===== src/rtl/window_stream_ctrl.sv =====
// Sequences one raster frame through the sliding-window line buffer: pixel intake, zero flush,
// and one output beat per centre pixel. Optional tap_mask port under WINDOW_TAP_MASK_EN.
module window_stream_ctrl #(
  parameter int unsigned NUMBER_OF_LINES = 3,
  parameter int unsigned WIDTH           = 640,
  parameter int unsigned HEIGHT          = 480
) (
  input  logic                                       clock,
  input  logic                                       reset_n,
  input  logic                                       in_valid,
  input  logic                                       in_sof,
  output logic                                       in_ready,
  output logic                                       win_en,
  output logic                                       pad_sel,
  output logic                                       out_valid,
  input  logic                                       out_ready,
  output logic [$clog2(WIDTH)-1:0]                   out_x,
  output logic [$clog2(HEIGHT)-1:0]                  out_y,
  output logic                                       out_border,
`ifdef WINDOW_TAP_MASK_EN
  output logic [NUMBER_OF_LINES*NUMBER_OF_LINES-1:0] tap_mask,
`endif
  output logic                                       busy,
  output logic                                       frame_done,
  output logic                                       sof_err
);

  localparam int unsigned N      = NUMBER_OF_LINES;
  localparam int unsigned H      = (N - 1) / 2;
  localparam int unsigned XW     = $clog2(WIDTH);
  localparam int unsigned YW     = $clog2(HEIGHT);
  localparam int unsigned Frame  = WIDTH * HEIGHT;
  localparam int unsigned Offset = (N - H) * WIDTH - H;
  localparam int unsigned FlushN = Offset - 1;
  localparam int unsigned SW     = $clog2(Frame + Offset + 1);

  localparam logic [SW-1:0] SFrame   = SW'(Frame);
  localparam logic [SW-1:0] SOffset  = SW'(Offset);
  localparam logic [SW-1:0] SEnd     = SW'(Frame + FlushN);
  localparam logic [SW-1:0] SBeatEnd = SW'(Frame + Offset);
  localparam logic [XW-1:0] XLast    = XW'(WIDTH - 1);

  typedef enum logic [1:0] {StIdle, StStream, StFlush, StDrain} state_e;

  state_e          state_q, state_d;
  logic [SW-1:0]   s_q, s_d, s_inc;
  logic            valid_q, valid_d;
  logic [XW-1:0]   x_q, x_d;
  logic [YW-1:0]   y_q, y_d;
  logic            border_q, border_d;
  logic            frame_done_q, frame_done_d;
  logic            sof_err_q, sof_err_d;
  logic            adv, beat_hit;
`ifdef WINDOW_TAP_MASK_EN
  logic [N*N-1:0]  mask_q, mask_d;
`endif

  // Control FSM: handshake, shift enable and frame sequencing
  always_comb begin
    adv          = !valid_q || out_ready;
    state_d      = state_q;
    in_ready     = 1'b0;
    win_en       = 1'b0;
    pad_sel      = 1'b0;
    sof_err_d    = 1'b0;
    frame_done_d = 1'b0;
    s_inc        = (state_q == StIdle) ? SW'(1) : s_q + SW'(1);
    case (state_q)
      StIdle: begin
        in_ready = 1'b1;
        if (in_valid && in_sof) begin
          win_en  = 1'b1;
          state_d = StStream;
        end
      end
      StStream: begin
        in_ready  = adv;
        win_en    = in_valid && adv;
        sof_err_d = in_valid && adv && in_sof;
        if (win_en && s_inc == SFrame) state_d = (FlushN == 0) ? StDrain : StFlush;
      end
      StFlush: begin
        pad_sel = 1'b1;
        win_en  = adv;
        if (win_en && s_inc == SEnd) state_d = StDrain;
      end
      StDrain: begin
        if (adv) begin
          frame_done_d = 1'b1;
          state_d      = StIdle;
        end
      end
      default: state_d = StIdle;
    endcase
    s_d = win_en ? s_inc : s_q;
  end

  // Beat generation: shift s yields centre c = s - Offset one cycle later
  always_comb begin
    int unsigned xi, yi;
    int          tx, ty;
    valid_d  = valid_q;
    x_d      = x_q;
    y_d      = y_q;
    border_d = border_q;
    xi       = 0;
    yi       = 0;
    tx       = 0;
    ty       = 0;
`ifdef WINDOW_TAP_MASK_EN
    mask_d   = mask_q;
`endif
    beat_hit = win_en && (s_inc >= SOffset) && (s_inc < SBeatEnd);
    if (beat_hit) begin
      valid_d = 1'b1;
      if (s_inc == SOffset) begin
        x_d = '0;
        y_d = '0;
      end else if (x_q == XLast) begin
        x_d = '0;
        y_d = y_q + YW'(1);
      end else begin
        x_d = x_q + XW'(1);
      end
      xi       = 32'(x_d);
      yi       = 32'(y_d);
      border_d = (xi < H) || (xi >= WIDTH - H) || (yi < H) || (yi >= HEIGHT - H);
`ifdef WINDOW_TAP_MASK_EN
      for (int j = 0; j < int'(N); j++) begin
        for (int i = 0; i < int'(N); i++) begin
          ty = int'(yi) + j - int'(H);
          tx = int'(xi) + i - int'(H);
          mask_d[j*int'(N)+i] = (tx >= 0) && (tx < int'(WIDTH)) &&
                                (ty >= 0) && (ty < int'(HEIGHT));
        end
      end
`endif
    end else if (out_ready) begin
      valid_d = 1'b0;
    end
  end

  always_ff @(posedge clock or negedge reset_n) begin
    if (!reset_n) begin
      state_q      <= StIdle;
      s_q          <= '0;
      valid_q      <= 1'b0;
      x_q          <= '0;
      y_q          <= '0;
      border_q     <= 1'b0;
      frame_done_q <= 1'b0;
      sof_err_q    <= 1'b0;
`ifdef WINDOW_TAP_MASK_EN
      mask_q       <= '0;
`endif
    end else begin
      state_q      <= state_d;
      s_q          <= s_d;
      valid_q      <= valid_d;
      x_q          <= x_d;
      y_q          <= y_d;
      border_q     <= border_d;
      frame_done_q <= frame_done_d;
      sof_err_q    <= sof_err_d;
`ifdef WINDOW_TAP_MASK_EN
      mask_q       <= mask_d;
`endif
    end
  end

  assign out_valid  = valid_q;
  assign out_x      = x_q;
  assign out_y      = y_q;
  assign out_border = border_q;
  assign busy       = (state_q != StIdle);
  assign frame_done = frame_done_q;
  assign sof_err    = sof_err_q;
`ifdef WINDOW_TAP_MASK_EN
  assign tap_mask   = mask_q;
`endif

endmodule


===== config.mk =====
export PLATFORM = sky130hd
export DESIGN_NAME = window_stream_ctrl
export DESIGN_NICKNAME = d
export VERILOG_FILES = /design/src/rtl/window_stream_ctrl.sv
export SDC_FILE = /design/constraint.sdc
export NUM_CORES = 1
export LEC_CHECK = 0
export ABC_AREA = 1
export BUFFER_PORTS_ARGS = -buffer_cell sky130_fd_sc_hd__buf_4
export CAP_MARGIN = 10
export CORE_UTILIZATION = 45
export DETAILED_ROUTE_END_ITERATION = 7
export GPL_TIMING_DRIVEN = 0
export PLACE_DENSITY = 0.69
export SYNTH_ARGS = -nofsm -noshare
export SYNTH_HDL_FRONTEND = slang
export SYNTH_SLANG_ARGS = --single-unit

===== constraint.sdc =====
create_clock -name clock -period 4.4 [get_ports clock]
set_input_delay 0.66 -clock clock [delete_from_list [all_inputs] [get_ports clock]]
set_output_delay 0.66 -clock clock [all_outputs]
set_load 0.05 [all_outputs]

==> results of run 1 <==
worst max-delay path by stage:
| stage | cells after the start | end | startpoint | slack, ns |
|---|---|---|---|---|
| 2_1_floorplan | 5 | in_ready | state_q[0] | 1.54 |
| 3_3_place_gp | 8 | win_en | state_q[0] | 1.63 |
| 3_5_place_dp | 8 | win_en | state_q[0] | 1.61 |
| 4_1_cts | 8 | win_en | state_q[0] | 1.25 |
| 5_1_grt | 8 | win_en | state_q[0] | 1.01 |
| 6_report | 8 | win_en | state_q[0] | 1.25 |
metrics by stage:
stage / instances / power, mW / setup slack, ns / util, % / hold slack, ns
after detailed placement: 606 / 0.9908 / 1.606 / 52.43 / 0.5194
after global routing: 614 / 1.409 / 1.007 / 54.18 / 0.3912
final: 614 / 1.319 / 1.247 / 54.18 / 0.3464
after CTS: 614 / 1.332 / 1.251 / 54.18 / 0.3645
after global placement: 606 / 0.9832 / 1.626 / 52.43 / 0.5013
after floorplan: 479 / 0.8374 / 1.539 / - / 0.3644
kinds of logic after synthesis:
| kind of cell | after synthesis |
|---|---|
| simple gates | 286 |
| fa+ha+maj | 8 |
| flops | 44 |
| buf+inv | 72 |
| xor+xnor | 12 |
| compound gates | 57 |
worst max-delay path: cells and delay by family, from the launching register on:
kind	cells	cell delay, ns
AO/OA/AOI/OAI	1	0.18
adder cells (fa/ha/maj)	1	0.27
buffers and inverters	5	1.02
flip-flops	1	0.44
AND/OR/NAND/NOR	1	0.29
routing by layer:
layer  routed length, um  vias up  global-route usage (%)
met2                3478      105                   34.65
met3                 500        6                   3.412
met5                   0        -                       0
met1                4011     1463                   32.46
met4                  59        0                   5.663
li1                    -     1635                       -
placed cells by master, fill, tap and decap left out, types with 4 or more instances in the layout:
| cell | instances |
|---|---|
| nor3_1 | 8 |
| nand3_1 | 46 |
| nor2_2 | 6 |
| o21ai_1 | 11 |
| o21bai_1 | 4 |
| ha_1 | 8 |
| nand2_1 | 143 |
| o31ai_1 | 4 |
| xor2_1 | 9 |
| nand4_1 | 17 |
| a21oi_1 | 4 |
| o21ai_0 | 26 |
| clkbuf_1 | 5 |
| clkbuf_8 | 6 |
| dfrtp_1 | 44 |
| inv_1 | 57 |
| nand3_2 | 6 |
| buf_4 | 31 |
| nand2_2 | 6 |
| nor2_1 | 41 |
cell usage after synthesis, types with 2 or more instances:
| library cell | instances |
|---|---|
| xor2_1 | 9 |
| o21ai_0 | 26 |
| nor2_2 | 6 |
| inv_2 | 3 |
| buf_6 | 3 |
| nor2_4 | 3 |
| xnor2_1 | 3 |
| ha_1 | 8 |
| o21bai_1 | 4 |
| clkbuf_1 | 5 |
| nand3_1 | 46 |
| nor3_1 | 8 |
| o21ai_1 | 11 |
| nand2_1 | 143 |
| nor2_1 | 41 |
| nand2_2 | 6 |
| o31ai_1 | 4 |
| nand3b_1 | 3 |
| inv_1 | 57 |
| nand4_1 | 17 |
| nand3_2 | 6 |
| o41ai_1 | 2 |
| buf_2 | 3 |
| dfrtp_1 | 44 |
| a21oi_1 | 4 |
registers in the layout (all words and copies together), names as in the netlist:
register and count:
s_q 19, out_x 10, out_y 9, state_q 2
frame_done 1, out_border 1, out_valid 1, sof_err 1
layout make-up:
cell class	count	area, um^2
Fill cell	713	3164
Timing Repair Buffer	31	232.7
Tap cell	96	120.1
Sequential cell	44	1101
Inverter	61	231.5
Multi-Input combinational cell	363	1868
Clock inverter	2	38.79
Buffer	11	67.56
Clock buffer	6	82.58
report_power, final:
part | leakage (nW) | internal (mW) | total, mW | switching, mW
registers | 0.565 | 0.436 | 0.474 | 0.0382
logic | 1.22 | 0.133 | 0.507 | 0.374
clock network | 0.0614 | 0.186 | 0.338 | 0.152
==> impl_metrics.ini, run 1 <==
[run_status]
run_status = finished clean

[clocking]
cts_buffer_depth = 2
cts_root_buf = clkbuf_8
cts_tree = yes
clock_latency_ns = 0.30
htree_num_levels = 2
cts_setup_buffers = 0
cts_buffers = 5
cts_sinks = 44
cts_hold_buf = 0
cts_resized = 0
clk_pin_slew_ns = 0.09

[routing]
drc_errors = 0
drt-vias-per-instance = 5.226
first_pass_iters = 5
vias = 3209
drtAntennaViolNets = 0
routedWlPerCell_um = 13.11
routed_wirelength_mm = 8.050
drt_iter0_drc = 195

[sta]
finalClockSkew_ns = 0.01092
slew_viol_final = 0
finalHoldViolCount = 0
setup_viol = 0
period_needed_ns = 3.153
finalCritPeriodShare_pct = 71.65
maxSlewHeadroom_pct = 61.94
tightestPinTransition_ns = 0.5709
tns_ns = 0
grt_setup_unrepaired = false
max_freq_ghz = 0.3172

[logic_synthesis]
synth-compound-area-share_pct = 10.38
synth_area_leaders = dfrtp_1, nand2_1, nand3_1
synth_top_area_share_pct = 33.69
async_reset_ff_share_pct = 100.0
netlist_instances = 479
ys_warn_count = 0
synthAdderAreaFrac_pct = 3.063
synth_nets = 492
synth_xor_area_share_pct = 3.216
synthDistinctLibCells = 39
synthMuxAreaShare_pct = 0
ys_ff_latch = 44
synth_top_family_by_area = simple AND/OR/NAND/NOR gates
synthesis.area_um2 = 3268
ys_seq_area_share_pct = 33.69
synth-main-ff-cell = dfrtp_1
synth_edf_count = 0
synth_simple_gate_area_share_pct = 40.51
synth_top_cell_by_area = dfrtp_1
syn_area_per_cell_um2 = 6.823

[die]
core_um2 = 6907
die_x_um = 87.22
rows = 30
io_pins = 32
dieArea_um2 = 7607
start_util_pct = 47.32
die_h_um = 87.22

[place]
hpwl_mm = 5.845
io_buffers = 31
postPlaceCellArea_um2 = 3621
place_congestion = 0.8766

[global_routing]
antenna_found_initial = 0
grt_max_degree = 45
grt_pass1_wl_mm = 13.30
first_global_vias = 2897
grt.overflow.total = 0
grt_util_all_layers_pct = 22.29

[finish]
antennaDiodeCount = 0
post-route-cell-area_um2 = 3742
layout-drive-gt1-share_pct = 14.29
nNetsFinal = 530
area_growth_syn_to_layout_pct = 14.51

[worst_setup_path]
cp_slowest_stage_delay_ns = 0.45
critPathSlowestCell = clkbuf_1
crit_required_ns = 3.74
end_kind = primary output
start_kind = flip-flop
reg2regPathDepth = 12
critPathKind = flip-flop to primary output
path_cells = inv_1, ha_1, inv_1, clkbuf_1, o22ai_1, nand2_1, inv_1, buf_4
cp_common_cell = inv_1
reg2reg_slack_ns = 1.61
r2r-start = state_q[0]
crit_arrival_ns = 2.49
cp_max_fo = 10
rr_endpoint = out_y[7]

[job]
drv_cap = 0

[pwr]
ir_drop_v = 0.0003018
p_per_area_nw_per_um2 = 352.6
p_leak_nw = 1.850

[worst_hold_path]
holdCritPathClass = primary input to async pin
Power figures use the tool's default switching activity.
==> run 2, diff against run 1 <==
--- a/config.mk
+++ b/config.mk
@@ -11,7 +11,7 @@
 export CORE_UTILIZATION = 45
 export DETAILED_ROUTE_END_ITERATION = 7
 export GPL_TIMING_DRIVEN = 0
-export PLACE_DENSITY = 0.69
+export PLACE_DENSITY = 0.72
 export SYNTH_ARGS = -nofsm -noshare
 export SYNTH_HDL_FRONTEND = slang
 export SYNTH_SLANG_ARGS = --single-unit
==> constraint.sdc (replaced) <==
create_clock -name clock -period 2.8 [get_ports clock]
set_input_delay 0.42 -clock clock [delete_from_list [all_inputs] [get_ports clock]]
set_output_delay 0.42 -clock clock [all_outputs]
set_load 0.05 [all_outputs]
==> impl_metrics.ini, run 2 (synthesis gave the netlist of run 1 again) <==
[sta]
whs_ns = 0.1059
setup_ws_ns = 0.1917
grt_setup_unrepaired = false
finalHoldViolCount = 0
setup_viol = 0
tightestPinTransition_ns = 0.5706
tns_ns = 0
slew_viol_final = 0
finalClockSkew_ns = 0.01161
period_needed_ns = 2.608
maxSlewHeadroom_pct = 61.96
max_freq_ghz = 0.3834
finalCritPeriodShare_pct = 93.15

[routing]
routedWlPerCell_um = 13.19
vias = 3268
first_pass_iters = 5
drtAntennaViolNets = 0
routed_wirelength_mm = 8.098
drt-vias-per-instance = 5.322
drt_iter0_drc = 215
drc_errors = 0

[job]
drv_cap = 0

[die]
start_util_pct = 47.32
rows = 30
core_um2 = 6907
die_h_um = 87.22
dieArea_um2 = 7607
io_pins = 32
die_x_um = 87.22

[worst_setup_path]
critPathSlowestCell = dfrtp_2
r2r-start = state_q[0]
path_cells = inv_1, ha_1, inv_1, clkbuf_2, o22ai_1, nand2_2, inv_1, buf_4
cp_max_fo = 10
start_kind = flip-flop
cp_common_cell = inv_1
cp_slowest_stage_delay_ns = 0.45
crit_required_ns = 2.38
crit_arrival_ns = 2.19
end_kind = primary output
critPathKind = flip-flop to primary output
reg2reg_slack_ns = 0.29
endpoint = win_en
reg2regPathDepth = 16
rr_endpoint = out_x[2]
startpoint = state_q[0]

[global_routing]
grt_pass1_wl_mm = 13.70
first_global_vias = 2934
grt.overflow.total = 0
grt_max_degree = 45
grt_util_all_layers_pct = 22.88
antenna_found_initial = 0

[clocking]
htree_num_levels = 2
cts_buffer_depth = 2
clk_pin_slew_ns = 0.10
cts_buffers = 5
cts_hold_buf = 0
cts_tree = yes
cts_root_buf = clkbuf_8
cts_sinks = 44
clock_latency_ns = 0.31
cts_setup_buffers = 0

[run_status]
run_status = finished clean

[place]
dp_slack_ns = 0.09071
hpwl_mm = 5.900
place_congestion = 0.8765
io_buffers = 31

[finish]
ff_latch_area_um2 = 1105
largest_reg_flops = 19
final_common_cell = nand2_1
area_growth_syn_to_layout_pct = 14.89
regMostFlops = s_q
multi_input_area_um2 = 1878
antennaDiodeCount = 0
num-fill-cells = 718
layout-drive-gt1-share_pct = 15.64
layout_common_cells = nand2_1, inv_1, nand3_1
nNetsFinal = 530

[pwr]
p_leak_nw = 1.848
p_per_area_nw_per_um2 = 554.6
ir_drop_v = 0.0006356

[worst_hold_path]
holdCritPathClass = primary input to async pin
## run 2: cell types whose count changed in the layout (fill, tap and decap cells not counted), sizes merged
cell	previous run	this run
clkinv	1	2
clkbuf	11	10
## run 2: cell type report
type                            instances  area share [%]
Clock buffer                            5           1.833
Clock inverter                          3           1.266
Tap cell                               96           3.199
Buffer                                 11           1.899
Timing Repair Buffer                   31           6.198
Sequential cell                        44           29.42
Multi-Input combinational cell        363           50.02
Inverter                               61           6.165
## run 2: what timing repair did
action | in CTS | in global routing
setup endpoints to repair | 1 | 22
cloned | 0 | 0
gates resized for setup | 1 | 8
## run 2: stage by stage
stage | power (mW) | util, % | std cells | cell area (um^2)
2_1_floorplan | 1.316 | - | 479 | 3268
3_3_place_gp | 1.543 | 52.43 | 606 | 3621
3_5_place_dp | 1.555 | 52.43 | 606 | 3621
4_1_cts | 2.074 | 54.13 | 614 | 3739
5_1_grt | 2.200 | 54.37 | 614 | 3755
6_report | 2.083 | 54.37 | 614 | 3755
## run 2: layer usage
layer  GRT usage [%]  vias up  routed length [um]
li1                -     1638                   -
met1           32.58     1535                4043
met2           36.44       85                3617
met3           3.033       10                 327
met4           6.557        0                 110
met5               0        -                   0
## run 2: critical path, delay by kind of cell (launching register included)
| kind | cells | cell delay (ns) |
|---|---|---|
| AO/OA/AOI/OAI | 1 | 0.23 |
| flip-flops | 1 | 0.45 |
| buffers and inverters | 5 | 0.78 |
| AND/OR/NAND/NOR | 1 | 0.17 |
| adder cells (fa/ha/maj) | 1 | 0.24 |
## run 2: how the worst min path moves through the flow
| stage | start | to | slack [ns] | cells past startpoint |
|---|---|---|---|---|
| after detailed placement | reset_n | s_q[3] | 0.46 | 1 |
| after global placement | reset_n | s_q[3] | 0.46 | 1 |
| after floorplan | reset_n | frame_done | 0.12 | 0 |
| after CTS | reset_n | s_q[13] | 0.12 | 1 |
| final | reset_n | s_q[18] | 0.11 | 1 |
| after global routing | reset_n | out_y[4] | 0.15 | 1 |
## run 2: where the power goes
| part | internal [mW] | switching (mW) | leakage [nW] |
|---|---|---|---|
| logic | 0.218 | 0.601 | 1.23 |
| clock network | 0.269 | 0.245 | 0.0583 |
| registers | 0.688 | 0.0620 | 0.562 |
| total | 1.18 | 0.908 | 1.85 |
